## config.mk

```make
export PLATFORM = sky130hd
export DESIGN_NAME = reset_request_gen
export DESIGN_NICKNAME = d
export VERILOG_FILES = /design/src/rtl/reset_request_gen.sv
export SDC_FILE = /design/constraint.sdc
export NUM_CORES = 1
export LEC_CHECK = 0
export CORE_ASPECT_RATIO = 1.25
export CORE_MARGIN = 8
export CORE_UTILIZATION = 45
export CTS_CLUSTER_SIZE = 30
export DETAILED_ROUTE_END_ITERATION = 8
export DONT_BUFFER_PORTS = 1
export PLACE_DENSITY_LB_ADDON = 0.3
export SLEW_MARGIN = 20
export SYNTH_ARGS = -nofsm -noshare
export SYNTH_HDL_FRONTEND = slang
export SYNTH_SLANG_ARGS = --single-unit
```

## constraint.sdc

```tcl
create_clock -name clk -period 2.1 [get_ports clk]
set_input_delay 0.63 -clock clk [delete_from_list [all_inputs] [get_ports clk]]
set_output_delay 0.63 -clock clk [all_outputs]
set_load 0.005 [all_outputs]
```

## src/rtl/reset_request_gen.sv

```systemverilog
// reset_request_gen: debounced button / software / watchdog reset request generator
// Optional watchdog compiled in with macro RESET_REQ_WDT_EN.
module reset_request_gen #(
    parameter int unsigned DEBOUNCE_CYCLES = 1000,
    parameter int unsigned MIN_ASSERT      = 16,
    parameter int unsigned WDT_CYCLES      = 255
) (
    input  logic       clk,
    input  logic       ext_reset_n,
    input  logic       btn_in,
    input  logic       sw_req,
    input  logic       init_complete,
    output logic       ext_reset,
    output logic       busy,
    output logic       wdt_fault,
    output logic [7:0] reset_count
);
    typedef enum logic [2:0] {IDLE, DEBOUNCE, ASSERT, WAIT_RELEASE, WAIT_INIT} state_t;

    localparam logic [15:0] DEB_LAST  = 16'(DEBOUNCE_CYCLES - 1);
    localparam logic [7:0]  HOLD_LAST = 8'(MIN_ASSERT - 1);
    localparam logic [15:0] WDT_LAST  = 16'(WDT_CYCLES - 1);

    state_t      state_q, state_d;
    logic [1:0]  sync_q;
    logic [15:0] deb_q, deb_d;
    logic [7:0]  hold_q, hold_d;
    logic [7:0]  cnt_q, cnt_d;
    logic        ext_reset_q;
    logic        btn_s;
    logic        enter;
    logic        wdt_exp;
    logic        wdt_hit;

    assign btn_s       = sync_q[1];
    assign ext_reset   = ext_reset_q;
    assign busy        = state_q != IDLE;
    assign reset_count = cnt_q;
    assign cnt_d       = (enter && cnt_q != 8'hFF) ? cnt_q + 8'd1 : cnt_q;

    // Next state; every counted ASSERT entry funnels through 'enter' so it is counted once
    always_comb begin
        state_d = state_q;
        deb_d   = deb_q;
        hold_d  = 8'd0;
        enter   = 1'b0;
        wdt_hit = 1'b0;
        case (state_q)
            IDLE: begin
                if (sw_req) enter = 1'b1;
                else if (btn_s) begin
                    state_d = DEBOUNCE;
                    deb_d   = 16'd1;
                end
            end
            DEBOUNCE: begin
                if (sw_req || (btn_s && deb_q == DEB_LAST)) enter = 1'b1;
                else if (!btn_s) begin
                    state_d = IDLE;
                    deb_d   = 16'd0;
                end
                else deb_d = deb_q + 16'd1;
            end
            ASSERT: begin
                if (hold_q == HOLD_LAST) state_d = btn_s ? WAIT_RELEASE : WAIT_INIT;
                else hold_d = hold_q + 8'd1;
            end
            WAIT_RELEASE: begin
                if (!btn_s) state_d = WAIT_INIT;
            end
            WAIT_INIT: begin
                if (sw_req || btn_s) enter = 1'b1;
                else if (init_complete) state_d = IDLE;
                else if (wdt_exp) begin
                    enter   = 1'b1;
                    wdt_hit = 1'b1;
                end
            end
            default: state_d = ASSERT;
        endcase
        if (enter) begin
            state_d = ASSERT;
            deb_d   = 16'd0;
        end
    end

    // State, synchronizer and counters; reset lands in ASSERT for the power-up pulse
    always_ff @(posedge clk or negedge ext_reset_n) begin
        if (!ext_reset_n) begin
            state_q     <= ASSERT;
            sync_q      <= 2'b00;
            deb_q       <= 16'd0;
            hold_q      <= 8'd0;
            cnt_q       <= 8'd0;
            ext_reset_q <= 1'b1;
        end else begin
            state_q     <= state_d;
            sync_q      <= {sync_q[0], btn_in};
            deb_q       <= deb_d;
            hold_q      <= hold_d;
            cnt_q       <= cnt_d;
            ext_reset_q <= (state_d == ASSERT) || (state_d == WAIT_RELEASE);
        end
    end

`ifdef RESET_REQ_WDT_EN
    logic [15:0] wdt_q, wdt_d;
    logic        wdt_fault_q;

    assign wdt_exp   = wdt_q == WDT_LAST;
    assign wdt_d     = (state_q == WAIT_INIT && state_d == WAIT_INIT) ? wdt_q + 16'd1 : 16'd0;
    assign wdt_fault = wdt_fault_q;

    // Watchdog counts only while staying in WAIT_INIT; the fault flag is sticky
    always_ff @(posedge clk or negedge ext_reset_n) begin
        if (!ext_reset_n) begin
            wdt_q       <= 16'd0;
            wdt_fault_q <= 1'b0;
        end else begin
            wdt_q       <= wdt_d;
            wdt_fault_q <= wdt_fault_q | wdt_hit;
        end
    end
`else
    logic unused_wdt;

    assign wdt_exp    = 1'b0;
    assign wdt_fault  = 1'b0;
    assign unused_wdt = ^{WDT_LAST, wdt_hit};
`endif
endmodule

```

==> impl_metrics.env, run 1 <==
export IMPL_status="completed"
export IMPL_cp_buffers_inverters=0
export IMPL_netlist_area_um2=1990
export IMPL_gp_congestion=0.844
export IMPL_die_x_um=75.5
export IMPL_post_cts_resized=0
export IMPL_yosysSeqAreaShare_pct=47.9
export IMPL_drt_first_iter_violations=56
export IMPL_ys_seq_elements=38
export IMPL_critPathMaxFanout=14
export IMPL_path_depth=6
export IMPL_use_met3_pct=3.78
export IMPL_power_leakage_uw=0.000896
export IMPL_grt_pass1_vias=1451
export IMPL_gr_usage_all_layers_pct=12.5
export IMPL_initial_core_util_pct=46.0
export IMPL_slew_viol_final=0
export IMPL_dp_slack_ns=0.203
export IMPL_cp_arrival_ns=2.11
export IMPL_grtUsageMet1_pct=14.7
export IMPL_fin_crit_ns=1.93
export IMPL_drt_pass1_iter_count=4
export IMPL_antenna_left=0
export IMPL_post_cts_buffers=0
export IMPL_cts_buffers=5
export IMPL_synthDistinctLibCells=51
export IMPL_cpPeakStageDelay_ns=0.39
export IMPL_cts_tree="built"
export IMPL_path_class="reg -> reg"
export IMPL_grt_max_degree=39
export IMPL_timing_final_ws_setup_ns=0.167
export IMPL_synth_edf_count=0
export IMPL_cpLargestDelayFamily="simple AND/OR/NAND/NOR gates"
export IMPL_antenna_found_initial=0
export IMPL_post_synth_cell_area_avg_um2=10.3
export IMPL_skew_ns=0.0104
export IMPL_use_met2_pct=19.6
export IMPL_io_buffer_count=0
export IMPL_syn_inst=193
export IMPL_setup_violations=0
export IMPL_clkSinkCount=38
export IMPL_drive_above_1_share_pct=12.2
export IMPL_critPathRequiredTime_ns=2.28
export IMPL_hold_violations=0
export IMPL_grt_pass1_wl_um=6640
export IMPL_cts_reportedPaths_clkPinSlew_ns=0.08
export IMPL_grt_overflow_total=0
export IMPL_viasPerCell=5.56
export IMPL_power_uw=2030
export IMPL_antenna_cells=0
export IMPL_grt_busiest_layer="met2"
export IMPL_coreArea_um2=4320
export IMPL_path_cells="ha_1, and4bb_1, nand4_2, o21ai_4, nand2_2, mux2_4"
export IMPL_max_cap_violations=0
export IMPL_ys_flop_type="dfrtp_1"
export IMPL_row_count=27
export IMPL_rsz0062_at_grt="false"
export IMPL_drc=0
export IMPL_routed_via_count=1411
export IMPL_slowest_stage="dfrtp_1"
export IMPL_r2r_cells=6
export IMPL_synthArstFlopShare_pct=100
export IMPL_stdcell_area_um2=2100
export IMPL_dieHeight_um=90.3
export IMPL_postCtsHoldBufs=0
export IMPL_cts_max_path_buffers=2
export IMPL_dpl_instance_area_um2=2020
export IMPL_syn_nets=201
export IMPL_nNetsFinal=203
export IMPL_area_growth_pct=5.72
export IMPL_synth_warnings=0
export IMPL_setup_tns_ns=0
export IMPL_htreeDepth=2
export IMPL_worstSkewPairLatency_ns=0.29
export IMPL_fmaxAchievable_ghz=0.517
export IMPL_io_pins=16
export IMPL_min_path_type="in -> async"
export IMPL_powerDensity_nw_per_um2=966
export IMPL_end_kind="flip-flop"
export IMPL_fin_crit_sh_pct=92.0
export IMPL_ir_worst_vdd_uv=716
export IMPL_critPathLaunchType="flip-flop"
export IMPL_numPlacedInstances=246
export IMPL_wl_per_cell_um=14.5
export IMPL_wirelength_um=3680
export IMPL_dieArea_um2=6820
export IMPL_hpwlAfterDp_um=2700
export IMPL_stdcell_count=254
export IMPL_root_buffer="clkbuf_8"
==> layout make-up <==
type / count / area (µm²)
clock buffers: 6 / 72.6
multi-input cells: 144 / 965
fillers: 431 / 2220
clock inverters: 2 / 10.0
flip-flops and latches: 38 / 953
repair buffers: 2 / 15.0
inverters: 4 / 15.0
well taps: 58 / 72.6
==> cell usage in the layout (no fill, tap or decap), drive strengths merged, types with 3 or more instances in the layout <==
cell type and n:
nor4 3, a21oi 6, dfrtp 36, nand2b 3
and4 3, nand4 8, a31oi 7, xor2 7
and3 8, clkbuf 6, o21ai 3, xnor2 14
nand3 13, ha 3, inv 4, nand2 11
nor2 27
==> metrics by stage <==
stage | utilization [%] | hold slack, ns
floorplan | - | 0.331
global placement | 46.7 | 0.336
detailed placement | 46.7 | 0.336
CTS | 48.6 | 0.0204
global route | 48.6 | 0.00975
finish | 48.6 | 0.0266
==> layer usage <==
| layer | up-vias | share of wire, % |
|---|---|---|
| met5 | - | 0 |
| met4 | 0 | 3.0 |
| met3 | 10 | 3.7 |
| met2 | 22 | 48 |
| met1 | 695 | 45 |
| li1 | 684 | - |
==> cells by family after synthesis <==
| logic type | after synthesis | synth area share [%] |
|---|---|---|
| AO/OA/AOI/OAI | 29 | 10.8 |
| XOR/XNOR | 21 | 9.25 |
| adder cells (fa/ha/maj) | 3 | 1.89 |
| buffers and inverters | 11 | 3.58 |
| flip-flops | 38 | 47.9 |
| multiplexers | 2 | 1.32 |
| other | 1 | 0.188 |
| AND/OR/NAND/NOR | 88 | 25.1 |
==> state kept, by name, indices dropped and copies added (netlist names) <==
signal,flops
hold_q,8
sync_q,2
state_q,3
reset_count,8
ext_reset,1
deb_q,16
==> power by group <==
| part | internal [µW] | switching, µW |
|---|---|---|
| clock | 230 | 246 |
| combinational | 234 | 330 |
| sequential | 851 | 140 |
| total | 1320 | 716 |
==> cell usage after synthesis (2+ instances only) <==
library cell  count  area share [%]
dfrtp_1          36              45
nor2_1           27             5.1
xnor2_1          14             6.2
nand3_1          12             3.0
nand2_1          10             1.9
a31oi_1           7             2.2
and3_1            7             2.2
nand4_1           7             2.2
xor2_1            7             3.1
a21oi_1           5             1.3
inv_1             4            0.75
and4_1            3             1.3
buf_2             3            0.75
buf_6             3             1.7
ha_1              3             1.9
nand2b_1          3            0.94
a22o_1            2            0.88
and2_1            2            0.63
dfstp_2           2             2.6
nand3b_1          2            0.75
nor4_1            2            0.63
o21a_1            2            0.75
o21bai_1          2            0.75
==> final timing paths <==
kind	end	from	slack [ns]
min	reset_count[7]$_DFFE_PN0P_	ext_reset_n	0.03
max	reset_count[1]$_DFFE_PN0P_	deb_q[0]$_DFFE_PN0P_	0.17
max reg2reg	reset_count[1]$_DFFE_PN0P_	deb_q[0]$_DFFE_PN0P_	0.17
max in group asynchronous	state_q[1]$_DFF_PN1_	ext_reset_n	1.90
min in group clk	sync_q[1]$_DFF_PN0_	sync_q[0]$_DFF_PN0_	0.36
min reg2reg	sync_q[1]$_DFF_PN0_	sync_q[0]$_DFF_PN0_	0.36
(Power assumes the default switching activity.)
==> run 2, diff against run 1 <==
--- a/config.mk
+++ b/config.mk
@@ -6,7 +6,7 @@
 export NUM_CORES = 1
 export LEC_CHECK = 0
 export CORE_ASPECT_RATIO = 1.25
-export CORE_MARGIN = 8
+export CORE_MARGIN = 2
 export CORE_UTILIZATION = 45
 export CTS_CLUSTER_SIZE = 30
 export DETAILED_ROUTE_END_ITERATION = 8
==> constraint.sdc (replaced) <==
create_clock -name clk -period 2.1 [get_ports clk]
set_input_delay 0.315 -clock clk [delete_from_list [all_inputs] [get_ports clk]]
set_output_delay 0.315 -clock clk [all_outputs]
set_load 0.005 [all_outputs]
==> impl_metrics.env, run 2 (same netlist as run 1, synthesis figures left out) <==
export IMPL_cpPeakStageDelay_ns=0.39
export IMPL_clkSinkCount=38
export IMPL_largest_reg_flops=16
export IMPL_wl_per_cell_um=14.3
export IMPL_htreeDepth=2
export IMPL_slowest_stage="dfrtp_1"
export IMPL_fmaxAchievable_ghz=0.526
export IMPL_critPathLaunchType="flip-flop"
export IMPL_path_cells="ha_1, and4bb_1, nand4_2, o21ai_4, nand2_2, mux2_4"
export IMPL_p_sw_uw=738
export IMPL_rsz0062_at_grt="false"
export IMPL_drt_first_iter_violations=96
export IMPL_gr_usage_all_layers_pct=16.7
export IMPL_antenna_left=0
export IMPL_dp_slack_ns=0.201
export IMPL_top_register="deb_q"
export IMPL_cts_buffers=5
export IMPL_coreArea_um2=4320
export IMPL_die_x_um=63.5
export IMPL_dieHeight_um=78.3
export IMPL_cts_max_path_buffers=2
export IMPL_p_int_uw=1560
export IMPL_root_buffer="clkbuf_8"
export IMPL_critPathMaxFanout=14
export IMPL_antenna_cells=0
export IMPL_grt_overflow_total=0
export IMPL_p_seq_share_pct=43.3
export IMPL_cts_tree="built"
export IMPL_min_path_type="in -> reg"
export IMPL_nNetsFinal=204
export IMPL_ir_worst_vdd_uv=754
export IMPL_wirelength_um=3640
export IMPL_powerDensity_nw_per_um2=1050
export IMPL_io_pins=16
export IMPL_viasPerCell=5.55
export IMPL_initial_core_util_pct=46.0
export IMPL_area_growth_pct=9.62
export IMPL_drc=0
export IMPL_cts_reportedPaths_clkPinSlew_ns=0.08
export IMPL_comb_power_share_pct=24.3
export IMPL_cp_arrival_ns=2.08
export IMPL_mostFrequentLayoutCell="dfrtp_1"
export IMPL_final_cell_mix="dfrtp_1 (36), nor2_1 (27), xnor2_1 (14)"
export IMPL_fillers=420
export IMPL_post_cts_resized=0
export IMPL_fin_crit_ns=1.90
export IMPL_p_clk_share_pct=32.4
export IMPL_critPathRequiredTime_ns=2.29
export IMPL_drt_pass1_iter_count=4
export IMPL_timing_final_ws_setup_ns=0.200
export IMPL_fin_crit_sh_pct=90.5
export IMPL_setup_tns_ns=0
export IMPL_io_buffer_count=0
export IMPL_routed_via_count=1415
export IMPL_hpwlAfterDp_um=2550
export IMPL_setup_violations=0
export IMPL_slew_viol_final=0
export IMPL_end_kind="flip-flop"
export IMPL_switching_share_pct=32.1
export IMPL_antenna_found_initial=0
export IMPL_max_cap_violations=0
export IMPL_path_class="reg -> reg"
export IMPL_row_count=27
export IMPL_grt_pass1_wl_um=6560
export IMPL_hold_violations=0
export IMPL_gp_congestion=0.700
export IMPL_power_leakage_uw=0.000927
export IMPL_worstSkewPairLatency_ns=0.29
export IMPL_skew_ns=0.00567
export IMPL_drive_above_1_share_pct=12.7
export IMPL_status="completed"
export IMPL_dieArea_um2=4970
export IMPL_grt_max_degree=39
export IMPL_power_uw=2300
export IMPL_grt_pass1_vias=1443
run 2: power groups by stage:
stage / logic (µW) / clock network (µW) / registers [µW]
floorplan: 491 / 0 / 959
global placement: 519 / 0 / 1000
detailed placement: 538 / 0 / 1010
CTS: 564 / 764 / 993
global route: 633 / 791 / 1020
finish: 558 / 744 / 994
run 2: stage by stage:
step	utilization, %	hold slack [ns]	instances	cell area, µm²
CTS	50.4	0.0326	255	2180
finish	50.4	0.0424	255	2180
detailed placement	46.6	0.0202	245	2010
global placement	46.6	0.0204	245	2010
floorplan	-	0.0194	193	1990
global route	50.4	0.0265	255	2180
run 2: final timing paths:
kind	from	end	slack, ns	cells after the start
min reg2reg	sync_q[0]$_DFF_PN0_	sync_q[1]$_DFF_PN0_	0.38	0
max	deb_q[0]$_DFFE_PN0P_	reset_count[1]$_DFFE_PN0P_	0.20	6
min	btn_in	sync_q[0]$_DFF_PN0_	0.04	0
max reg2reg	deb_q[0]$_DFFE_PN0P_	reset_count[1]$_DFFE_PN0P_	0.20	6
max in group asynchronous	ext_reset_n	ext_reset$_DFF_PN1_	1.36	2
min in group asynchronous	ext_reset_n	reset_count[5]$_DFFE_PN0P_	0.49	2
run 2: layer usage:
layer / wire length (µm) / track usage [%] / share of wire, %
met1: 1540 / 19.7 / 42
met2: 1880 / 27.7 / 52
met3: 106 / 3.58 / 2.9
met4: 109 / 10.4 / 3.0
met5: 0 / 0 / 0
run 2: timing repair:
action | CTS | global route
hold endpoints to repair | 38 | 0
hold buffers | 2 | 0
buffers inserted | 0 | 0
endpoints found under the setup margin | 0 | 0
run 2: worst max-delay path, delay by kind of cell, from the launching register on:
kind	cells	cell delay, ns
flip-flops	1	0.39
AO/OA/AOI/OAI	1	0.35
multiplexers	1	0.31
AND/OR/NAND/NOR	3	0.50
adder cells (fa/ha/maj)	1	0.24
run 2: cell type report:
| cell class | count | area [µm²] | area share (%) |
|---|---|---|---|
| Clock inverter | 3 | 68.8 | 3.16 |
| Sequential cell | 38 | 953 | 43.7 |
| Inverter | 4 | 15.0 | 0.688 |
| Clock buffer | 5 | 68.8 | 3.16 |
| Timing Repair Buffer | 3 | 37.5 | 1.72 |
| Multi-Input combinational cell | 144 | 965 | 44.2 |
| Tap cell | 58 | 72.6 | 3.33 |
